==> src/rtl/rx_block_lock_mon_if.sv <==
// ============================================================================
// Module   : rx_block_lock_mon_if
// Brief    : Signal bundle between the GT RX gearbox side and the 64b/66b
//            block-lock monitor.
// Revision : 1.0 - initial release
// ============================================================================
`default_nettype none

interface rx_block_lock_mon_if;
  logic        rx_reset_done;    // GT RX reset done, already in clk domain
  logic        rx_header_valid;  // rx_header carries a sync header this cycle
  logic [1:0]  rx_header;        // 66b sync header
  logic        rx_status;        // block locked
  logic        rx_slip;          // one-cycle gearbox slip request
  logic [15:0] bad_hdr_cnt;      // saturating bad-header count while locked

  // Gearbox / transceiver side: produces headers, consumes lock and slip
  modport master (
    output rx_reset_done,
    output rx_header_valid,
    output rx_header,
    input  rx_status,
    input  rx_slip,
    input  bad_hdr_cnt
  );

  // Lock monitor side
  modport slave (
    input  rx_reset_done,
    input  rx_header_valid,
    input  rx_header,
    output rx_status,
    output rx_slip,
    output bad_hdr_cnt
  );
endinterface

`default_nettype wire

==> src/rtl/rx_block_lock_mon.sv <==
// ============================================================================
// Module   : rx_block_lock_mon
// Brief    : 64b/66b block-lock acquisition and monitoring. Hunts for
//            LOCK_CNT consecutive good sync headers, slips the gearbox on a
//            bad header, and drops lock when BAD_MAX bad headers arrive
//            within one WINDOW of valid headers.
// Revision : 1.0 - initial release
// ============================================================================
`default_nettype none

module rx_block_lock_mon #(
  parameter int LOCK_CNT  = 64,
  parameter int WINDOW    = 1024,
  parameter int BAD_MAX   = 16,
  parameter int SLIP_WAIT = 32
) (
  input  logic                clk,
  input  logic                reset,
  rx_block_lock_mon_if.slave  bus
);

  localparam int c_GW = $clog2(LOCK_CNT + 1);
  localparam int c_WW = $clog2(WINDOW + 1);
  localparam int c_BW = $clog2(BAD_MAX + 1);
  localparam int c_SW = $clog2(SLIP_WAIT + 1);

  // Terminal values: each counter clears when it reaches its last value, so
  // none of them can wrap.
  localparam logic [c_GW-1:0] c_GOOD_LAST = c_GW'(LOCK_CNT - 1);
  localparam logic [c_WW-1:0] c_WIN_LAST  = c_WW'(WINDOW - 1);
  localparam logic [c_BW-1:0] c_BAD_LAST  = c_BW'(BAD_MAX - 1);
  localparam logic [c_SW-1:0] c_SLIP_LAST = c_SW'(SLIP_WAIT - 1);
  localparam logic [c_GW-1:0] c_GOOD_ONE  = c_GW'(1);
  localparam logic [c_WW-1:0] c_WIN_ONE   = c_WW'(1);
  localparam logic [c_BW-1:0] c_BAD_ONE   = c_BW'(1);
  localparam logic [c_SW-1:0] c_SLIP_ONE  = c_SW'(1);
  localparam logic [15:0]     c_HDR_MAX   = 16'hFFFF;

  // One-hot state encoding
  typedef enum logic [3:0] {
    S_IDLE      = 4'b0001,
    S_HUNT      = 4'b0010,
    S_SLIP_WAIT = 4'b0100,
    S_LOCKED    = 4'b1000
  } state_t;

  state_t           r_state,       w_state_nxt;
  logic [c_GW-1:0]  r_good_cnt,    w_good_cnt_nxt;
  logic [c_WW-1:0]  r_win_cnt,     w_win_cnt_nxt;
  logic [c_BW-1:0]  r_bad_cnt,     w_bad_cnt_nxt;
  logic [c_SW-1:0]  r_slip_cnt,    w_slip_cnt_nxt;
  logic             r_slip,        w_slip_nxt;
  logic [15:0]      r_bad_hdr_cnt, w_bad_hdr_cnt_nxt;

  logic w_hdr_valid;
  logic w_hdr_good;

  assign w_hdr_valid = bus.rx_header_valid;
  // 01 and 10 are the only legal sync headers
  assign w_hdr_good  = bus.rx_header[1] ^ bus.rx_header[0];

  // Next-state and counter update; loss of rx_reset_done overrides everything
  always_comb begin
    w_state_nxt       = r_state;
    w_good_cnt_nxt    = r_good_cnt;
    w_win_cnt_nxt     = r_win_cnt;
    w_bad_cnt_nxt     = r_bad_cnt;
    w_slip_cnt_nxt    = r_slip_cnt;
    w_slip_nxt        = 1'b0;
    w_bad_hdr_cnt_nxt = r_bad_hdr_cnt;

    if (!bus.rx_reset_done) begin
      w_state_nxt    = S_IDLE;
      w_good_cnt_nxt = '0;
      w_win_cnt_nxt  = '0;
      w_bad_cnt_nxt  = '0;
      w_slip_cnt_nxt = '0;
    end else begin
      case (r_state)
        S_IDLE: begin
          w_state_nxt    = S_HUNT;
          w_good_cnt_nxt = '0;
        end

        S_HUNT: begin
          if (w_hdr_valid) begin
            if (w_hdr_good) begin
              if (r_good_cnt == c_GOOD_LAST) begin
                w_state_nxt    = S_LOCKED;
                w_good_cnt_nxt = '0;
                w_win_cnt_nxt  = '0;
                w_bad_cnt_nxt  = '0;
              end else begin
                w_good_cnt_nxt = r_good_cnt + c_GOOD_ONE;
              end
            end else begin
              // Misaligned: slip once, then let the gearbox settle
              w_state_nxt    = S_SLIP_WAIT;
              w_good_cnt_nxt = '0;
              w_slip_cnt_nxt = '0;
              w_slip_nxt     = 1'b1;
            end
          end
        end

        S_SLIP_WAIT: begin
          // Counts every cycle; headers are meaningless while the gearbox slips
          if (r_slip_cnt == c_SLIP_LAST) begin
            w_state_nxt    = S_HUNT;
            w_good_cnt_nxt = '0;
            w_slip_cnt_nxt = '0;
          end else begin
            w_slip_cnt_nxt = r_slip_cnt + c_SLIP_ONE;
          end
        end

        S_LOCKED: begin
          if (w_hdr_valid) begin
            if (!w_hdr_good && (r_bad_hdr_cnt != c_HDR_MAX)) begin
              w_bad_hdr_cnt_nxt = r_bad_hdr_cnt + 16'd1;
            end
            // Loss of lock is checked first so it wins over window completion
            if (!w_hdr_good && (r_bad_cnt == c_BAD_LAST)) begin
              w_state_nxt    = S_HUNT;
              w_good_cnt_nxt = '0;
              w_win_cnt_nxt  = '0;
              w_bad_cnt_nxt  = '0;
            end else if (r_win_cnt == c_WIN_LAST) begin
              w_win_cnt_nxt = '0;
              w_bad_cnt_nxt = '0;
            end else begin
              w_win_cnt_nxt = r_win_cnt + c_WIN_ONE;
              if (!w_hdr_good) begin
                w_bad_cnt_nxt = r_bad_cnt + c_BAD_ONE;
              end
            end
          end
        end

        default: begin
          w_state_nxt    = S_IDLE;
          w_good_cnt_nxt = '0;
          w_win_cnt_nxt  = '0;
          w_bad_cnt_nxt  = '0;
          w_slip_cnt_nxt = '0;
        end
      endcase
    end
  end

  // State and counter registers with synchronous reset
  always_ff @(posedge clk) begin
    if (reset) begin
      r_state       <= S_IDLE;
      r_good_cnt    <= '0;
      r_win_cnt     <= '0;
      r_bad_cnt     <= '0;
      r_slip_cnt    <= '0;
      r_slip        <= 1'b0;
      r_bad_hdr_cnt <= '0;
    end else begin
      r_state       <= w_state_nxt;
      r_good_cnt    <= w_good_cnt_nxt;
      r_win_cnt     <= w_win_cnt_nxt;
      r_bad_cnt     <= w_bad_cnt_nxt;
      r_slip_cnt    <= w_slip_cnt_nxt;
      r_slip        <= w_slip_nxt;
      r_bad_hdr_cnt <= w_bad_hdr_cnt_nxt;
    end
  end

  // Lock status is a pure state decode so it falls the cycle lock is lost
  assign bus.rx_status   = (r_state == S_LOCKED);
  assign bus.rx_slip     = r_slip;
  assign bus.bad_hdr_cnt = r_bad_hdr_cnt;

endmodule

`default_nettype wire

==> src/flat_wrapper.sv <==
// flat-port wrapper written by rule: the top's interface ports become plain ports
module rx_block_lock_mon_flat 
#(
  parameter int LOCK_CNT  = 64,
  parameter int WINDOW    = 1024,
  parameter int BAD_MAX   = 16,
  parameter int SLIP_WAIT = 32
)
  (clk, reset, bus_rx_reset_done, bus_rx_header_valid, bus_rx_header, bus_rx_status, bus_rx_slip, bus_bad_hdr_cnt);
  rx_block_lock_mon_if bus_i ();
  input  logic clk;
  input  logic reset;
  input wire logic [$bits(bus_i.rx_reset_done)-1:0] bus_rx_reset_done;
  input wire logic [$bits(bus_i.rx_header_valid)-1:0] bus_rx_header_valid;
  input wire logic [$bits(bus_i.rx_header)-1:0] bus_rx_header;
  output wire logic [$bits(bus_i.rx_status)-1:0] bus_rx_status;
  output wire logic [$bits(bus_i.rx_slip)-1:0] bus_rx_slip;
  output wire logic [$bits(bus_i.bad_hdr_cnt)-1:0] bus_bad_hdr_cnt;
  assign bus_i.rx_reset_done = bus_rx_reset_done;
  assign bus_i.rx_header_valid = bus_rx_header_valid;
  assign bus_i.rx_header = bus_rx_header;
  assign bus_rx_status = bus_i.rx_status;
  assign bus_rx_slip = bus_i.rx_slip;
  assign bus_bad_hdr_cnt = bus_i.bad_hdr_cnt;
  rx_block_lock_mon #(.LOCK_CNT(LOCK_CNT), .WINDOW(WINDOW), .BAD_MAX(BAD_MAX), .SLIP_WAIT(SLIP_WAIT)) u_core (.clk(clk), .reset(reset), .bus(bus_i));
endmodule
==> config.mk <==
export PLATFORM = sky130hd
export DESIGN_NAME = rx_block_lock_mon_flat
export DESIGN_NICKNAME = d
export VERILOG_FILES = /design/src/rtl/rx_block_lock_mon_if.sv /design/src/rtl/rx_block_lock_mon.sv /design/src/flat_wrapper.sv
export SDC_FILE = /design/constraint.sdc
export NUM_CORES = 1
export LEC_CHECK = 0
export ABC_AREA = 1
export CORE_MARGIN = 5
export CORE_UTILIZATION = 58
export CTS_CLUSTER_DIAMETER = 60
export DETAILED_ROUTE_END_ITERATION = 6
export PLACE_DENSITY_LB_ADDON = 0.2
export SYNTH_ARGS = -nofsm -noshare
export SYNTH_HDL_FRONTEND = slang
export SYNTH_SLANG_ARGS = --single-unit
==> constraint.sdc <==
create_clock -name clk -period 2 [get_ports clk]
set_clock_uncertainty 0.2 [all_clocks]
set_input_delay 0.4 -clock clk [delete_from_list [all_inputs] [get_ports clk]]
set_output_delay 0.4 -clock clk [all_outputs]
set_load 0.1 [all_outputs]
Yosys cells after proc, flatten, opt, wreduce, memory -nomap -nowiden
Index checks and enable logic that the tools add are counted.

operators by class
  add/sub/neg operators = 5
  mux-type cells = 34
  reduce and logical (&&, ||, !) cells = 13
  eq/ne operators = 18
  bitwise operators = 6

operator list
  cell                   number
  $mux 11                6
  $mux 7                 6
  $mux 5                 7
  $pmux 11 s3            1
  $mux 4                 6
  $pmux 7 s3             1
  $mux 6                 3
  $pmux 6 s3             1
  $add 16x1->16 const B  1
  $ne 16x16->1 const B   1
  $pmux 4 s4             1
  $pmux 5 s3             1
  $add 11x1->11 const B  1
  $eq 11x10->1 const B   1
  $reduce_and 5->1       2
  $ne 2x1->1 const B     4
  $reduce_and 4->1       2
  $add 7x1->7 const B    1
  $eq 7x6->1 const B     1
  $add 6x1->6 const B    1
  $eq 6x5->1 const B     1
  $ne 2x2->1 const B     3
  $reduce_and 6->1       1
  $reduce_or 2->1        3
  other kinds (15)       20

word-level totals
  output and inout port bits = 18
  input port bits = 6
  flip-flop bits (word level) = 50

Logic depth before layout (Yosys ltp)
  word-level depth = 6
  mapped depth = 12
  mapped depth without buffers = 12

Least setup slack after synthesis
OpenSTA, ideal clock, no wires.

  kind = register -> register
  start point = register u_core.r_bad_hdr_cnt[0], in the netlist u_core.bus.bad_hdr_cnt[0]
  end point = register u_core.r_bad_hdr_cnt[1], in the netlist u_core.bus.bad_hdr_cnt[1]
  arrival = 2232 ps
  stages on the path, launching flop included = 12
  period minus slack after synthesis = 2549 ps
  slack = -549 ps
  cells stage by stage = dfxtp_1 > ha_1 > inv_1 > nor2_4 > inv_2 > nor2_4 > nand3_2 > nand2_4 > inv_4 > buf_6 > nor2_1 > nor2_1

between the ends
  cells in the longest elaborated chain, start to end = 3
  elaborated cells between the ends (all ways) = 4

RTL lines
  element                                                line                      text
  start: declaration                                     rx_block_lock_mon.sv:53   logic [15:0] r_bad_hdr_cnt, w_bad_hdr_cnt_nxt;
  start signal: assignment                               rx_block_lock_mon.sv:168  r_bad_hdr_cnt <= w_bad_hdr_cnt_nxt;
  branches (longest 3 deep; another with $add 16x1->16)  --

Parallel ways; which one is timed is not known.
A chain may end at the register's enable or synchronous reset.

Final worst setup path
  start point = register u_core.r_state[0]
  end point = output bus_rx_status

between the ends
  cells in the longest elaborated chain, start to end = 1

RTL lines
  element                   line                      text
  start: declaration        rx_block_lock_mon.sv:47   state_t r_state, w_state_nxt;
  start signal: assignment  rx_block_lock_mon.sv:162  r_state <= w_state_nxt;
  $eq 4x4->1                rx_block_lock_mon.sv:173  assign bus.rx_status = (r_state == S_LOCKED);
  end: declaration          flat_wrapper.sv:16        output wire logic [$bits(bus_i.rx_status)-1:0] bus_rx_status;

No other way between the ends.

==> results_dict.tcl <==
set metrics [dict create \
    crit_path_start_kind "flip-flop" \
    die_y_um 82.3 \
    grt-ovfl-total 0 \
    syn_area_sq_um 3030 \
    antenna_found_initial 0 \
    ys_top_cells_by_count "134 x nand2_1, 56 x nor2_1, 50 x dfxtp_1, 50 x inv_1, 43 x nand3_1" \
    relSlewSlack_pct 64.4 \
    grt_pass1_vias 3008 \
    required_ps 1400 \
    min_period_ps 2000 \
    p_switching_uw 462 \
    postCtsHoldBufs 0 \
    grt_use_total_pct 24.7 \
    synth_area_leaders "dfxtp_1 33%, nand2_1 17%, nand3_1 7.1%" \
    dp_cells 573 \
    synth.most_common_cell "nand2_1" \
    finalHoldViolations 0 \
    yosysSeqAreaShare_pct 33.0 \
    clk_transition_reported_paths_ps 90 \
    via_per_inst 5.45 \
    layoutNonFillerInstCount 582 \
    setup_viol 0 \
    cts_max_level 2 \
    drcViolationCount 0 \
    first_pass_iters 5 \
    clock_latency_ps 310 \
    drv_slew 0 \
    diodes 0 \
    synth_warnings 0 \
    synthArstFlopShare_pct 0 \
    drive_gt1_share_pct 24.6 \
    crit_arrival_ps 1400 \
    row_count 26 \
    cts.sinks 50 \
    synthDistinctLibCells 31 \
    critPathKind "reg2out" \
    comb_power_share_pct 9.5 \
    swShare_pct 25.7 \
    setup_tns_ps 0 \
    nFillCells 377 \
    synth_top_cell_area_share_pct 33.0 \
    power_density_nw_per_um2 465 \
    ir_drop_v 0.000496 \
    area_growth_pct 27.7 \
    drtIter0Drc 172 \
    core_sq_um 5110 \
    synth_nets 478 \
    crit_path_end_kind "output port" \
    dieArea_sq_um 6770 \
    numCtsBuffers 5 \
    ys_seq_elements 50 \
    synthesis.instances 466 \
    clock.fmax_mhz 500 \
    cap_violations 0 \
    clockBufferDepth 2 \
    ant_nets 0 \
    hp-class "reg2reg" \
    seqPwrFrac_pct 55.6 \
    port_buffers 23 \
    top_level_ports 24 \
    cts_tree "yes" \
    root_buffer "clkbuf_8" \
    fin_crit_sh_pct 99.9 \
    synth_edf_count 0 \
    dpl.hpwl_um 5640 \
    nets 523 \
    worst_slew_pin_slew_ps 531 \
    crit_fanout 9 \
    fin_util_pct 75.8 \
    post_drt_wl_per_cell_um 13.7 \
    grt_start_max_net_pins 22 \
    p_int_uw 1340 \
    die-width_um 82.3 \
    start_util_pct 59.4 \
    syn_avg_cell_area_sq_um 6.51 \
    grt_pass1_wl_um 13100 \
    outcome "finished, final reports clean" \
    finalWirelength_um 8000 \
    regArea_sq_um 1040 \
    ys.flop_type "dfxtp_1" \
    yosys.area.top_type "dfxtp_1" \
    num_vias 3169 \
    multi_input_area_sq_um 1840 \
    clock_power_share_pct 34.9 \
    fin_hold_ws_ps 263 \
    p_leak_uw 0.00149 \
    globalplace.congestion 0.918 \
]
==> stage by stage <==
stage	total power, uW	setup WS, ps	instance area [sq um]
after floorplan	1120	-18.2	3070
after global placement	1170	-185	3690
after detailed placement	1180	-268	3690
after CTS	1790	-20.6	3790
after global routing	1860	-43.7	3870
final	1800	1.86	3870
==> power groups by stage <==
stage | clock (uW) | combinational, uW | sequential [uW]
2_1_floorplan | 0 | 93.3 | 1020
3_3_place_gp | 0 | 149 | 1020
3_5_place_dp | 0 | 153 | 1020
4_1_cts | 633 | 155 | 1000
5_1_grt | 667 | 186 | 1000
6_report | 628 | 171 | 1000
==> cell usage in the layout (no fill, tap or decap), types with 13 or more instances in the layout <==
cell     instances
inv_1           48
dfxtp_1         27
nand4_1         13
dfxtp_2         20
buf_12          19
nand2_1        129
nor2_1          54
a21oi_1         34
buf_4           23
nand3_1         41
==> timing repair <==
item | 4_1_cts | 5_1_grt
setup buffers | 0 | 0
pin swaps | 1 | 5
endpoints found under the hold margin | 0 | 0
gates cloned | 0 | 1
setup endpoints to repair | 3 | 27
resized for setup | 1 | 22
==> area by class of cell <==
cell class | count | share of cell area, %
multi-input cells | 352 | 47.5
flip-flops and latches | 50 | 26.8
repair buffers | 47 | 15.6
inverters | 55 | 5.49
well taps | 70 | 2.26
clock buffers | 7 | 2.23
clock inverters | 1 | 0.129
==> final timing paths <==
kind | slack (ps) | depth (start not counted) | end | startpoint
hold reg to reg | 260 | 2 | u_core.r_good_cnt[6]$_SDFFE_PP0P_ | u_core.r_good_cnt[6]$_SDFFE_PP0P_
hold / removal | 260 | 2 | u_core.r_good_cnt[6]$_SDFFE_PP0P_ | u_core.r_good_cnt[6]$_SDFFE_PP0P_
setup reg to reg | 110 | 10 | u_core.r_bad_cnt[1]$_SDFFE_PP0P_ | u_core.r_good_cnt[1]$_SDFFE_PP0P_
setup / recovery | 2 | 4 | bus_rx_status | u_core.r_state[0]$_SDFFE_PP1P_
==> flip-flops by register name, summed over array words and instances (netlist names) <==
name	cells
u_core.r_slip_cnt	6
u_core.r_state	4
u_core.bus.rx_slip	1
u_core.bus.bad_hdr_cnt	16
u_core.r_win_cnt	11
u_core.r_good_cnt	7
u_core.r_bad_cnt	5
==> critical path, cell delays in order, from the launching register on <==
cell and delay, ps:
dfxtp_2 360, nor2_2 220, nand2_4 160, clkinvlp_4 160, buf_12 180
==> routing by layer <==
layer | up-vias | share of wire [%] | global-route usage, % | routed length (um)
li1 | 1585 | - | - | -
met1 | 1436 | 40 | 26.8 | 3220
met2 | 111 | 51 | 45.1 | 4100
met3 | 37 | 4.4 | 4.45 | 350
met4 | 0 | 4.1 | 13.5 | 329
met5 | - | 0 | 0 | 0
==> kinds of logic (layout without fill, tap and decap cells) <==
group                      after synthesis  count (layout)  synth area share (%)
AOI/OAI and AO/OA                       53              53                  9.57
xor gates and xnor gates                 9               9                  2.60
adders and majority gates                6               6                  2.48
buffers and inverters                   65             110                  9.20
DFF                                     50              50                  33.0
and+or+nand+nor                        283             284                  43.1
No activity file was read; power rests on OpenSTA's default activity.
